`config.mk`:
```
export PLATFORM = sky130hd
export DESIGN_NAME = uart_tx_cfg_flat
export DESIGN_NICKNAME = d
export VERILOG_FILES = /design/src/rtl/uart_tx_cfg_if.sv /design/src/rtl/uart_tx_cfg.sv /design/src/flat_wrapper.sv
export SDC_FILE = /design/constraint.sdc
export NUM_CORES = 1
export LEC_CHECK = 0
export BUFFER_PORTS_ARGS = -buffer_cell sky130_fd_sc_hd__clkbuf_2
export CAP_MARGIN = 20
export CORE_ASPECT_RATIO = 0.7
export CORE_MARGIN = 4
export CORE_UTILIZATION = 58
export CTS_CLUSTER_SIZE = 30
export DETAILED_ROUTE_END_ITERATION = 6
export PLACE_DENSITY = 0.75
export SYNTH_ARGS = -nofsm -noshare
export SYNTH_HDL_FRONTEND = slang
export SYNTH_SLANG_ARGS = --single-unit
```
`constraint.sdc`:
```
create_clock -name clk -period 2.4 [get_ports clk]
set_input_delay 0.24 -clock clk [delete_from_list [all_inputs] [get_ports clk]]
set_output_delay 0.24 -clock clk [all_outputs]
set_load 0.1 [all_outputs]
```
`src/rtl/uart_tx_cfg_if.sv`:
```
// Host-side word handshake for uart_tx_cfg.
//   valid : host presents a word on `in`
//   in    : DATA_BITS-wide word, LSB transmitted first
//   ready : transmitter can accept a word this cycle
// master = host/FIFO side, slave = transmitter side.
interface uart_tx_cfg_if #(
    parameter int unsigned DATA_BITS = 8
);
    logic                 valid;
    logic [DATA_BITS-1:0] in;
    logic                 ready;

    modport master (output valid, output in, input ready);
    modport slave  (input valid, input in, output ready);
endinterface

```
`src/rtl/uart_tx_cfg.sv`:
```
// Parametrised UART transmitter: start bit, DATA_BITS payload bits (LSB first),
// optional even/odd parity bit, STOP_BITS stop bits. Each bit lasts
// DIV = CLOCK_RATE/BAUD_RATE clock cycles.
// Ports:
//   clk   : system clock
//   reset : asynchronous, active-high reset
//   en    : transmit enable, gates acceptance of new frames only
//   host  : valid/in/ready word handshake (slave side)
//   out   : TX line, idles high, driven straight from a register
//   busy  : a frame is in progress
//   done  : one-cycle pulse when the final stop bit completes
module uart_tx_cfg #(
    parameter int unsigned CLOCK_RATE = 50000000,
    parameter int unsigned BAUD_RATE  = 115200,
    parameter int unsigned DATA_BITS  = 8,
    parameter int unsigned PARITY     = 0,
    parameter int unsigned STOP_BITS  = 1
) (
    input  logic          clk,
    input  logic          reset,
    input  logic          en,
    uart_tx_cfg_if.slave  host,
    output logic          out,
    output logic          busy,
    output logic          done
);

    localparam int unsigned DIV   = CLOCK_RATE / BAUD_RATE;
    localparam int unsigned CNT_W = (DIV > 1) ? $clog2(DIV) : 1;
    localparam int unsigned BIT_W = (DATA_BITS > 1) ? $clog2(DATA_BITS) : 1;

    if (DIV < 2) begin : g_bad_div
        $error("uart_tx_cfg: CLOCK_RATE/BAUD_RATE must be at least 2");
    end
    if (DATA_BITS < 5 || DATA_BITS > 9) begin : g_bad_data_bits
        $error("uart_tx_cfg: DATA_BITS must be in 5..9");
    end
    if (PARITY > 2) begin : g_bad_parity
        $error("uart_tx_cfg: PARITY must be 0, 1 or 2");
    end
    if (STOP_BITS < 1 || STOP_BITS > 2) begin : g_bad_stop_bits
        $error("uart_tx_cfg: STOP_BITS must be 1 or 2");
    end

    typedef enum logic [2:0] {
        StIdle,
        StStart,
        StData,
        StParity,
        StStop
    } state_e;

    state_e               state_q;
    logic [CNT_W-1:0]     baud_q;
    logic [BIT_W-1:0]     bit_q;
    logic [DATA_BITS-1:0] shift_q;
    logic                 par_q;
    logic                 ready_q;

    logic baud_end;
    assign baud_end   = (baud_q == CNT_W'(DIV - 1));
    assign host.ready = ready_q;

    always_ff @(posedge clk or posedge reset) begin
        if (reset) begin
            state_q <= StIdle;
            baud_q  <= '0;
            bit_q   <= '0;
            shift_q <= '0;
            par_q   <= 1'b0;
            ready_q <= 1'b0;
            out     <= 1'b1;
            busy    <= 1'b0;
            done    <= 1'b0;
        end else begin
            done <= 1'b0;
            unique case (state_q)
                StIdle: begin
                    out <= 1'b1;
                    if (en && host.valid && ready_q) begin
                        shift_q <= host.in;
                        // Parity is fixed at accept so the word need not be kept whole.
                        par_q   <= (^host.in) ^ (PARITY == 2);
                        ready_q <= 1'b0;
                        busy    <= 1'b1;
                        out     <= 1'b0;
                        baud_q  <= '0;
                        state_q <= StStart;
                    end else begin
                        ready_q <= 1'b1;
                    end
                end

                StStart: begin
                    if (baud_end) begin
                        baud_q  <= '0;
                        bit_q   <= '0;
                        out     <= shift_q[0];
                        shift_q <= shift_q >> 1;
                        state_q <= StData;
                    end else begin
                        baud_q <= baud_q + CNT_W'(1);
                    end
                end

                StData: begin
                    if (baud_end) begin
                        baud_q <= '0;
                        if (bit_q == BIT_W'(DATA_BITS - 1)) begin
                            bit_q <= '0;
                            if (PARITY != 0) begin
                                out     <= par_q;
                                state_q <= StParity;
                            end else begin
                                out     <= 1'b1;
                                state_q <= StStop;
                            end
                        end else begin
                            bit_q   <= bit_q + BIT_W'(1);
                            out     <= shift_q[0];
                            shift_q <= shift_q >> 1;
                        end
                    end else begin
                        baud_q <= baud_q + CNT_W'(1);
                    end
                end

                StParity: begin
                    if (baud_end) begin
                        baud_q  <= '0;
                        bit_q   <= '0;
                        out     <= 1'b1;
                        state_q <= StStop;
                    end else begin
                        baud_q <= baud_q + CNT_W'(1);
                    end
                end

                StStop: begin
                    if (baud_end) begin
                        baud_q <= '0;
                        // bit_q counts stop bits here.
                        if (bit_q == BIT_W'(STOP_BITS - 1)) begin
                            bit_q   <= '0;
                            ready_q <= 1'b1;
                            busy    <= 1'b0;
                            done    <= 1'b1;
                            state_q <= StIdle;
                        end else begin
                            bit_q <= bit_q + BIT_W'(1);
                        end
                    end else begin
                        baud_q <= baud_q + CNT_W'(1);
                    end
                end

                default: begin
                    state_q <= StIdle;
                    out     <= 1'b1;
                end
            endcase
        end
    end

endmodule

```
`src/flat_wrapper.sv`:
```
// flat-port wrapper written by rule: the top's interface ports become plain ports
module uart_tx_cfg_flat 
#(
    parameter int unsigned CLOCK_RATE = 50000000,
    parameter int unsigned BAUD_RATE  = 115200,
    parameter int unsigned DATA_BITS  = 8,
    parameter int unsigned PARITY     = 0,
    parameter int unsigned STOP_BITS  = 1
)
  (clk, reset, en, out, busy, done, host_valid, host_in, host_ready);
  uart_tx_cfg_if #(.DATA_BITS(DATA_BITS)) host_i ();
  input  logic clk;
  input  logic reset;
  input  logic en;
  output logic out;
  output logic busy;
  output logic done;
  input wire logic [$bits(host_i.valid)-1:0] host_valid;
  input wire logic [$bits(host_i.in)-1:0] host_in;
  output wire logic [$bits(host_i.ready)-1:0] host_ready;
  assign host_i.valid = host_valid;
  assign host_i.in = host_in;
  assign host_ready = host_i.ready;
  uart_tx_cfg #(.CLOCK_RATE(CLOCK_RATE), .BAUD_RATE(BAUD_RATE), .DATA_BITS(DATA_BITS), .PARITY(PARITY), .STOP_BITS(STOP_BITS)) u_core (.clk(clk), .reset(reset), .en(en), .host(host_i), .out(out), .busy(busy), .done(done));
endmodule
```
==> qor.csv <==
stage;metric;value;unit
floorplan;start_util;63.6;%
detailed_routing;dr.pass1.iters;4;
floorplan;coreArea;2570;µm²
detailed_routing;wl_per_cell;16.6;µm
sta;setup_violations;0;
synth;synth_edf_count;0;
synth;ys_seq_elements;27;
global_route;grt_pass1_wl;6260;µm
clocking;worstSkewPairLatency;0.28;ns
finish;area.sequential;677;µm²
global_route;antenna_found_initial;0;
power_and_ir_drop;p_leak;0.792;nW
clocking;numCtsBuffers;3;
sta;period_needed;2.18;ns
place;gp_congestion;0.860;
synth;yosysSeqAreaShare;41.4;%
clocking;cts_setup_buffers;0;
detailed_routing;vias;1268;
sta;fin_worst_skew;0.00948;ns
run_status;status;complete, no violations;
sta;tns;0;ns
floorplan;die_x;71.4;µm
floorplan;die_h;52.4;µm
power_and_ir_drop;powerDensity;417;nW/µm²
finish;fill_cells;210;
synth;syn_inst;156;
sta;finalHoldViolations;0;
finish;area_growth;11.6;%
clocking;cts_tree;built;
floorplan;io_pins;16;
synth;yosys_warnings;0;
worst_setup_path;worstSetupStartpointType;flip-flop;
worst_hold_path;min_path_type;in2reg;
finish;final_cell_mix;26 x dfrtp_1, 15 x clkbuf_2, 13 x nor2_1, 13 x mux2_2, 8 x buf_4;
clocking;clkTransAtPathRegs;0.10;ns
finish;finalNetCount;194;
finish;final_common_cell;dfrtp_1;
detailed_routing;via_per_inst;6.04;
global_route;grt_pass1_vias;1279;
synth;syn_area;1630;µm²
sta;whs;0.273;ns
job;cap_violations;0;
finish;diodes;0;
worst_setup_path;worstPathMaxFanout;8;
synth;synth_top_flop_cell;dfrtp_1;
finish;final_layout_size_suffix_gt1_share;29.5;%
worst_setup_path;cp_data_required_time;2.57;ns
global_route;globalRoute.totalOverflow;0;
floorplan;rows;15;
synth;syn_nets;173;
clocking;clock_tree.buffer_depth;2;
sta;maxSlewViolCount;0;
global_route;grtUsageTotal;22.2;%
synth;yosys.cell_types.count;50;
detailed_routing;wl;3480;µm
power_and_ir_drop;ir_drop;0.000373;V
worst_setup_path;critical_path_class;reg2reg;
synth;syn_area_per_cell;10.5;µm²
sta;rsz0062_at_grt;false;
synth;ys_async_sr_fraction;100;%
clocking;root_buffer;clkbuf_8;
clocking;cts_sinks;27;
place;io_buffers;15;
sta;max_freq;459;MHz
global_route;grt_start_max_net_pins;24;
finish;multiInputGateArea;890;µm²
worst_setup_path;cp-end-kind;flip-flop;
floorplan;die_area;3740;µm²
place;place_hpwl;2680;µm
sta;period_share;90.8;%
detailed_routing;drt.antenna.violating_nets;0;
clocking;htree_levels;1;
worst_setup_path;arrival;2.35;ns
sta;max_slew_margin;64.0;%
detailed_routing;drc;0;
detailed_routing;drtIter0Drc;114;
sta;worst_pin_slew;0.543;ns
==> what timing repair did <==
item / in CTS / in global routing
hold endpoints to repair: 10 / 0
resized for setup: 0 / 0
hold buffers: 1 / 0
==> cell families after synthesis <==
group	synth area share, %
compound gates	16.2
buf+inv	4.13
simple gates	19.0
fa+ha+maj	3.83
xor+xnor	3.22
mux	12.2
flops	41.4
==> per-stage QoR <==
stage	std cells	utilization [%]	setup slack, ns	cell area, µm²	power, mW
2_1_floorplan	156	-	0.00447	1630	0.492
3_3_place_gp	205	68.7	0.275	1770	0.505
3_5_place_dp	205	68.7	0.224	1770	0.507
4_1_cts	210	70.9	0.218	1820	0.773
5_1_grt	210	70.9	0.0876	1820	0.801
6_report	210	70.9	0.222	1820	0.760
==> sequential cells by signal (all words and copies together), names as in the netlist <==
register           cells
u_core.shift_q         8
u_core.state_q         3
u_core.host.ready      1
u_core.bit_q           3
u_core.baud_q          9
u_core.done            1
u_core.busy            1
u_core.out             1
==> worst max-delay path: stages, from the launching register on <==
cell and delay [ns]:
dfrtp_1 0.41, ha_1 0.21, ha_1 0.21, nor2_1 0.14
and2b_1 0.23, a2111oi_4 0.31, buf_4 0.22, mux2_2 0.35
==> path summary, 6_finish.rpt <==
| kind | from | endpoint | slack [ns] | cells after the start |
|---|---|---|---|---|
| max | u_core.bit_q[0]$_DFFE_PP0P_ | u_core.shift_q[7]$_DFFE_PP0P_ | 0.22 | 7 |
| min | host_in[0] | u_core.shift_q[0]$_DFFE_PP0P_ | 0.27 | 3 |
| max reg2reg | u_core.bit_q[0]$_DFFE_PP0P_ | u_core.shift_q[7]$_DFFE_PP0P_ | 0.22 | 7 |
| min reg2reg | u_core.shift_q[3]$_DFFE_PP0P_ | u_core.shift_q[3]$_DFFE_PP0P_ | 0.52 | 1 |
| max in group asynchronous | reset | u_core.host.ready$_DFFE_PP0P_ | 1.32 | 4 |
| min in group asynchronous | reset | u_core.baud_q[8]$_DFFE_PP0P_ | 0.49 | 3 |
==> report_power, final <==
group	leakage (nW)	total, mW	internal, mW	switching (mW)
clock	0.0255	0.261	0.117	0.145
combinational	0.441	0.0341	0.0179	0.0162
sequential	0.325	0.465	0.461	0.00309
==> layer usage <==
| metal | up-vias | global-route usage [%] | share of wire [%] |
|---|---|---|---|
| met5 | - | 0 | 0 |
| met4 | 0 | 7.50 | 1.5 |
| met3 | 6 | 5.17 | 6.3 |
| met2 | 39 | 32.8 | 45 |
| met1 | 607 | 31.8 | 48 |
| li1 | 616 | - | - |
==> Yosys cell counts, types with 3 or more instances <==
cell type | instances | share of area [%]
a21oi_1 | 7 | 2.1
inv_1 | 6 | 1.4
xor2_1 | 5 | 2.7
mux2_2 | 13 | 9.0
nand2b_1 | 3 | 1.1
ha_1 | 5 | 3.8
o211ai_1 | 3 | 1.4
mux2i_1 | 3 | 1.8
dfrtp_1 | 26 | 40
o31ai_1 | 3 | 1.4
or3_1 | 3 | 1.1
clkbuf_1 | 5 | 1.1
o21ai_0 | 7 | 2.1
nor2b_1 | 3 | 1.1
nor2_1 | 13 | 3.0
and2_1 | 3 | 1.1
nand2_1 | 6 | 1.4
==> final cells by class <==
class | instances | area share [%]
inverter | 6 | 1.24
sequential | 27 | 37.1
clock inverter | 1 | 0.275
tap | 34 | 2.33
timing repair buffer | 24 | 7.96
multi-input combinational | 115 | 48.8
clock buffer | 3 | 2.26
Power figures use the tool's default switching activity.
